File: src/rtl/common_types_pkg.sv
// rtl/common_types_pkg.sv - shared types for the instruction fetch stage
package common_types_pkg;

  typedef logic [31:0] word_t;

  typedef struct packed {
    word_t pc;
    word_t inst;
    logic  branch_predict;
    word_t branch_target;
  } fetch_entry_t;

  typedef enum logic [1:0] {
    IDLE = 2'd0,
    DATA = 2'd1,
    DROP = 2'd2
  } fetch_state_t;

  localparam word_t INST_STRIDE = 32'd4;

endpackage

File: src/rtl/fetch_queue.sv
// rtl/fetch_queue.sv - circular instruction queue between bus and decode
module fetch_queue
  import common_types_pkg::*;
#(
  parameter int QDEPTH = 2,
  localparam int PW = $clog2(QDEPTH),
  localparam int CW = PW + 1
) (
  input  logic          clk,
  input  logic          rst,
  input  logic          push_i,
  input  fetch_entry_t  push_data_i,
  input  logic          pop_i,
  input  logic          flush_i,
  output fetch_entry_t  head_o,
  output logic [CW-1:0] count_o,
  output logic          full_o,
  output logic          empty_o
);

  fetch_entry_t  mem_q [QDEPTH];
  logic [PW-1:0] head_q;
  logic [PW-1:0] tail_q;
  logic [CW-1:0] count_q;
  logic          do_push;
  logic          do_pop;

  // A flush wins over a push; a pop on an empty queue is ignored.
  assign do_push = push_i && !flush_i;
  assign do_pop  = pop_i && !empty_o;

  assign count_o = count_q;
  assign full_o  = (count_q == CW'(QDEPTH));
  assign empty_o = (count_q == '0);
  assign head_o  = mem_q[head_q];

  // Entry storage needs no reset; validity is tracked by count_q.
  always_ff @(posedge clk) begin
    if (do_push) begin
      mem_q[tail_q] <= push_data_i;
    end
  end

  // Pointer and occupancy bookkeeping; pointers wrap since QDEPTH is a power of two.
  always_ff @(posedge clk or posedge rst) begin
    if (rst) begin
      head_q  <= '0;
      tail_q  <= '0;
      count_q <= '0;
    end else if (flush_i) begin
      head_q  <= '0;
      tail_q  <= '0;
      count_q <= '0;
    end else begin
      if (do_push) begin
        tail_q <= tail_q + PW'(1);
      end
      if (do_pop) begin
        head_q <= head_q + PW'(1);
      end
      if (do_push && !do_pop) begin
        count_q <= count_q + CW'(1);
      end else if (!do_push && do_pop) begin
        count_q <= count_q - CW'(1);
      end
    end
  end

endmodule

File: src/rtl/fetch_unit.sv
// rtl/fetch_unit.sv - PC register, instruction bus master and fetch queue
module fetch_unit
  import common_types_pkg::*;
#(
  parameter logic [31:0] RESET_PC = 32'h0000_0000,
  parameter int          QDEPTH   = 2
) (
  input  logic        clk,
  input  logic        rst,
  output logic        imem_htrans,
  output logic [31:0] imem_haddr,
  input  logic        imem_hready,
  input  logic [31:0] imem_hrdata,
  output logic [31:0] bp_pc,
  input  logic        bp_taken,
  input  logic [31:0] bp_target,
  input  logic        redirect_valid,
  input  logic [31:0] redirect_pc,
  output logic        f2d_valid,
  input  logic        f2d_ready,
  output logic [31:0] f2d_pc,
  output logic [31:0] f2d_inst,
  output logic        f2d_branch_predict,
  output logic [31:0] f2d_branch_target
);

  localparam int CW = $clog2(QDEPTH) + 1;

  fetch_state_t  state_q;
  word_t         pc_q;
  word_t         tag_pc_q;
  word_t         tag_tgt_q;
  logic          tag_bp_q;
  logic          hold_q;
  logic          run_q;

  fetch_entry_t  q_head;
  fetch_entry_t  q_push_data;
  logic [CW-1:0] q_count;
  logic          q_full;
  logic          q_empty;

  logic          pop;
  logic          push;
  logic          issue;
  logic          accept;
  logic [CW:0]   used;

  // Slots committed after this cycle: queued entries plus the live data phase,
  // minus the entry decode takes now. A held address phase must stay asserted.
  assign f2d_valid = !q_empty;
  assign pop       = f2d_valid && f2d_ready;
  assign used      = {1'b0, q_count} + (CW+1)'(state_q == DATA) - (CW+1)'(pop);
  assign issue     = run_q && (state_q != DROP) && (hold_q || (used < (CW+1)'(QDEPTH)));
  assign accept    = issue && imem_hready;
  assign push      = (state_q == DATA) && imem_hready && !redirect_valid;

  assign imem_htrans = issue;
  assign imem_haddr  = pc_q;
  assign bp_pc       = pc_q;

  assign q_push_data = '{pc: tag_pc_q, inst: imem_hrdata,
                         branch_predict: tag_bp_q, branch_target: tag_tgt_q};

  fetch_queue #(.QDEPTH(QDEPTH)) u_queue (
    .clk         (clk),
    .rst         (rst),
    .push_i      (push),
    .push_data_i (q_push_data),
    .pop_i       (pop),
    .flush_i     (redirect_valid),
    .head_o      (q_head),
    .count_o     (q_count),
    .full_o      (q_full),
    .empty_o     (q_empty)
  );

  // Invalid head shows zeros so decode never sees stale queue contents.
  assign f2d_pc             = f2d_valid ? q_head.pc             : '0;
  assign f2d_inst           = f2d_valid ? q_head.inst           : '0;
  assign f2d_branch_predict = f2d_valid ? q_head.branch_predict : 1'b0;
  assign f2d_branch_target  = f2d_valid ? q_head.branch_target  : '0;

  // A push into a full queue would mean the slot accounting above is wrong.
  assert property (@(posedge clk) disable iff (rst) !(push && q_full));

  // Bus FSM, PC advance and transfer tags; a redirect squashes everything in flight.
  always_ff @(posedge clk or posedge rst) begin
    if (rst) begin
      state_q   <= IDLE;
      pc_q      <= RESET_PC;
      tag_pc_q  <= '0;
      tag_tgt_q <= '0;
      tag_bp_q  <= 1'b0;
      hold_q    <= 1'b0;
      run_q     <= 1'b0;
    end else begin
      run_q <= 1'b1;
      if (redirect_valid) begin
        pc_q   <= redirect_pc;
        hold_q <= 1'b0;
        // Any data phase still owed by the bus must be absorbed and discarded.
        if (accept || ((state_q != IDLE) && !imem_hready)) begin
          state_q <= DROP;
        end else begin
          state_q <= IDLE;
        end
      end else begin
        hold_q <= issue && !imem_hready;
        if (accept) begin
          tag_pc_q  <= pc_q;
          tag_bp_q  <= bp_taken;
          tag_tgt_q <= bp_target;
          pc_q      <= bp_taken ? bp_target : pc_q + INST_STRIDE;
        end
        if (state_q == DROP) begin
          if (imem_hready) begin
            state_q <= IDLE;
          end
        end else if (imem_hready) begin
          state_q <= accept ? DATA : IDLE;
        end
      end
    end
  end

endmodule

File: config.mk
export PLATFORM = sky130hd
export DESIGN_NAME = fetch_unit
export DESIGN_NICKNAME = d
export VERILOG_FILES = /design/src/rtl/common_types_pkg.sv /design/src/rtl/fetch_queue.sv /design/src/rtl/fetch_unit.sv
export SDC_FILE = /design/constraint.sdc
export NUM_CORES = 1
export LEC_CHECK = 0
export ABC_AREA = 1
export BUFFER_PORTS_ARGS = -buffer_cell sky130_fd_sc_hd__buf_2
export CORE_MARGIN = 2
export CORE_UTILIZATION = 43
export DETAILED_ROUTE_END_ITERATION = 12
export PLACE_DENSITY = 0.65
export SETUP_SLACK_MARGIN = 0.2
export SLEW_MARGIN = 10
export SYNTH_ARGS = -nofsm -noshare
export SYNTH_HDL_FRONTEND = slang
export SYNTH_SLANG_ARGS = --single-unit
File: constraint.sdc
create_clock -name clk -period 7.6 [get_ports clk]
set_input_delay 1.14 -clock clk [delete_from_list [all_inputs] [get_ports clk]]
set_output_delay 1.14 -clock clk [all_outputs]
set_load 0.02 [all_outputs]
==> impl_metrics.py <==
metrics = {
    "hold_path": {
        "hold_depth": 0,
        "hp-class": "reg2reg",
    },
    "synthesis": {
        "mappedNetlistNets": 1377,
        "netlist_area_sq_mm": 0.0128,
        "syn-mean-instance-area_sq_um": 10.0,
        "async_reset_ff_share_pct": 35.1,
        "synth.distinct_cells": 33,
        "ys.flop_type": "sky130_fd_sc_hd__edfxtp_1",
        "post_synth_edffs": 194,
        "ys_seq_elements": 299,
        "synth_warnings": 0,
        "synth.yosys.seq_area_share_pct": 66.2,
        "synthesis.instances": 1272,
    },
    "routing": {
        "total_vias_in_the_final_route": 9620,
        "firstDrtPassIters": 6,
        "drt_wl_total_mm": 33.6,
        "avgViaCountPerCell": 5.06,
        "drt_iter0_markers": 818,
        "routedWlPerCell_um": 17.7,
        "drt.antenna.violating_nets": 0,
        "drc": 0,
    },
    "grt": {
        "number_of_antenna_violations_at_the_first_check_in_global_routing": 0,
        "first_global_vias": 8847,
        "grt_first_pass_wirelength_mm": 50.4,
        "grt_max_degree": 97,
        "gr-usage-all-layers_pct": 21.1,
        "grt_overflow": 0,
    },
    "cts": {
        "tritoncts.num_buffers": 31,
        "tritoncts_clock_tree": "yes",
        "post-cts-setup-buffers": 0,
        "cts_num_sinks": 299,
        "cts_hold_repair.buffers": 0,
        "ctsRootBufferMaster": "sky130_fd_sc_hd__clkbuf_16",
        "clkLatencyLatePin_ps": 560,
        "number_of_buffers_on_the_longest_clock_path": 3,
        "ctsHtreeMaxLevel": 1,
        "cts_resized": 0,
        "cts.reportedPaths.clkPinSlew_ps": 60,
    },
    "status": {
        "outcome": "finished clean",
    },
    "final_layout": {
        "antenna_diode_instance_count": 0,
        "final_cell_mix": "sky130_fd_sc_hd__nand2_1 (462), sky130_fd_sc_hd__buf_2 (264), sky130_fd_sc_hd__edfxtp_1 (194)",
        "layout.cells.most_common": "sky130_fd_sc_hd__nand2_1",
        "layout-area-overhead-vs-synth_pct": 19.0,
        "drive_gt1_share_pct": 22.4,
        "nFillCells": 2631,
        "ff_latch_area_sq_mm": 0.00846,
        "multi_input_gate_area_in_the_final_layout_sq_mm": 0.00356,
        "post_layout_nets": 1590,
    },
    "timing": {
        "post-route-worst-setup-slack_ps": 3170,
        "tightestPinTransition_ps": 1160,
        "rsz_0062_raised_after_global_routing": "no",
        "fmaxAchievable_ghz": 0.226,
        "finalSetupTns_ps": 0,
        "layout_worst_path_cycle_share_pct": 58.3,
        "finClkSkew_ps": 11.1,
        "report.final.hold_viol_count": 0,
        "min_period_ps": 4430,
        "maxSlewHeadroom_pct": 22.4,
        "final_setup_violations": 0,
        "final.hold.worst_slack_ps": 476,
        "report.final.slew_viol_count": 0,
    },
    "power_and_ir_drop": {
        "vdd.ir_drop.worst_mv": 0.196,
        "totalPowerFinal_mw": 5.50,
        "power.leakage_nw": 6.66,
        "p_per_area_mw_per_mm2": 362,
    },
    "placement": {
        "rd_place_congestion": 0.888,
        "portBuffers": 264,
        "hpwlAfterDp_mm": 22.1,
        "placement.setup.worst_slack_ps": 2640,
    },
    "setup_path": {
        "end_kind": "register",
        "critPathRequiredTime_ps": 8000,
        "crit_path_start_kind": "primary input",
        "worst-path-max-fanout": 88,
        "timing.setup.critical_path_class": "in2reg",
        "cp_data_arrival_time_ps": 4830,
        "ff2ff_path_depth": 16,
    },
    "die": {
        "ios": 265,
        "core-area_sq_mm": 0.0294,
        "floorplan.rows": 63,
        "die_y_extent_um": 176,
        "initial_cell_density_of_the_core_pct": 43.4,
        "chipWidth_um": 176,
        "dieArea_sq_mm": 0.0311,
    },
    "job": {
        "timing.max_cap.violations": 0,
    },
}
[sequential cells by signal, indices dropped and copies added (netlist names), 2 cells and up]
signal	flops
tag_pc_q	32
tag_tgt_q	32
state_q	2
bp_pc	32
u_queue.count_o	2
u_queue.mem_q	194
[worst max-delay path, cell delays in order]
cell	delay (ps)
sky130_fd_sc_hd__buf_2	110
sky130_fd_sc_hd__nand2_1	110
sky130_fd_sc_hd__inv_1	80
sky130_fd_sc_hd__ha_1	270
sky130_fd_sc_hd__nor3_1	250
sky130_fd_sc_hd__fa_1	470
sky130_fd_sc_hd__inv_1	80
sky130_fd_sc_hd__nand3_1	80
sky130_fd_sc_hd__nand2_1	100
sky130_fd_sc_hd__nand3_2	290
sky130_fd_sc_hd__nor2_4	670
sky130_fd_sc_hd__clkinv_2	370
sky130_fd_sc_hd__buf_4	470
sky130_fd_sc_hd__nand2_1	170
sky130_fd_sc_hd__o21ai_1	90
[where the power goes]
part           leakage, nW  switching, mW  internal [mW]  total, mW
Clock                0.518          0.615          0.910       1.53
Sequential            3.07          0.285           2.06       2.35
Combinational         3.07           1.15          0.478       1.63
[cell families after synthesis]
group / share of synthesized area, %
AND/OR/NAND/NOR: 17.7
flip-flops: 66.2
AO/OA/AOI/OAI: 9.51
buffers and inverters: 6.11
adder cells (fa/ha/maj): 0.353
XOR/XNOR: 0.137
other: 0.0294
[through the flow]
stage	std cells	util (%)	cell area, sq um
3_3_place_gp	1842	48.1	14100
4_1_cts	1900	51.7	15200
5_1_grt	1900	51.7	15200
6_report	1900	51.7	15200
2_1_floorplan	1272	-	12800
3_5_place_dp	1842	48.1	14100
[area by class of cell]
type,count,share of cell area [%]
timing repair buffer,273,9.14
inverter,66,1.66
tap,390,3.21
multi-input combinational,814,23.4
clock inverter,11,0.799
sequential,299,55.7
clock buffer,47,6.10
[synthesized netlist by cell type (4+ instances only)]
master | number | area share (%)
sky130_fd_sc_hd__nand2_1 | 462 | 14
sky130_fd_sc_hd__edfxtp_1 | 194 | 46
sky130_fd_sc_hd__a21oi_1 | 131 | 5.1
sky130_fd_sc_hd__dfrtp_1 | 105 | 21
sky130_fd_sc_hd__nor2_1 | 62 | 1.8
sky130_fd_sc_hd__inv_1 | 61 | 1.8
sky130_fd_sc_hd__o21ai_0 | 46 | 1.8
sky130_fd_sc_hd__nand3_1 | 43 | 1.7
sky130_fd_sc_hd__o21ai_1 | 36 | 1.4
sky130_fd_sc_hd__buf_4 | 35 | 2.1
sky130_fd_sc_hd__clkbuf_1 | 29 | 0.85
sky130_fd_sc_hd__buf_2 | 17 | 0.67
sky130_fd_sc_hd__a22o_1 | 10 | 0.69
sky130_fd_sc_hd__buf_1 | 8 | 0.24
sky130_fd_sc_hd__inv_2 | 5 | 0.15
sky130_fd_sc_hd__buf_6 | 4 | 0.35
sky130_fd_sc_hd__nor2_2 | 4 | 0.20
[path summary, 6_finish.rpt]
kind                                     from              endpoint  slack (ps)
min reg2reg                     tag_tgt_q[29]  u_queue.mem_q[1][29]         480
max reg2reg                u_queue.count_o[1]         tag_tgt_q[18]        3230
min                             tag_tgt_q[29]  u_queue.mem_q[1][29]         480
max                                 f2d_ready         tag_tgt_q[18]        3170
max in group asynchronous                 rst             bp_pc[12]        5710
min in group asynchronous                 rst          tag_pc_q[30]         660
[routing by layer]
metal / global-route usage (%) / vias up / wire, um
li1: - / 4639 / -
met1: 29.5 / 4563 / 14800
met2: 34.0 / 363 / 15400
met3: 3.75 / 55 / 2450
met4: 6.16 / 0 / 872
met5: 0 / - / 0
No activity file was read; power rests on OpenSTA's default activity.
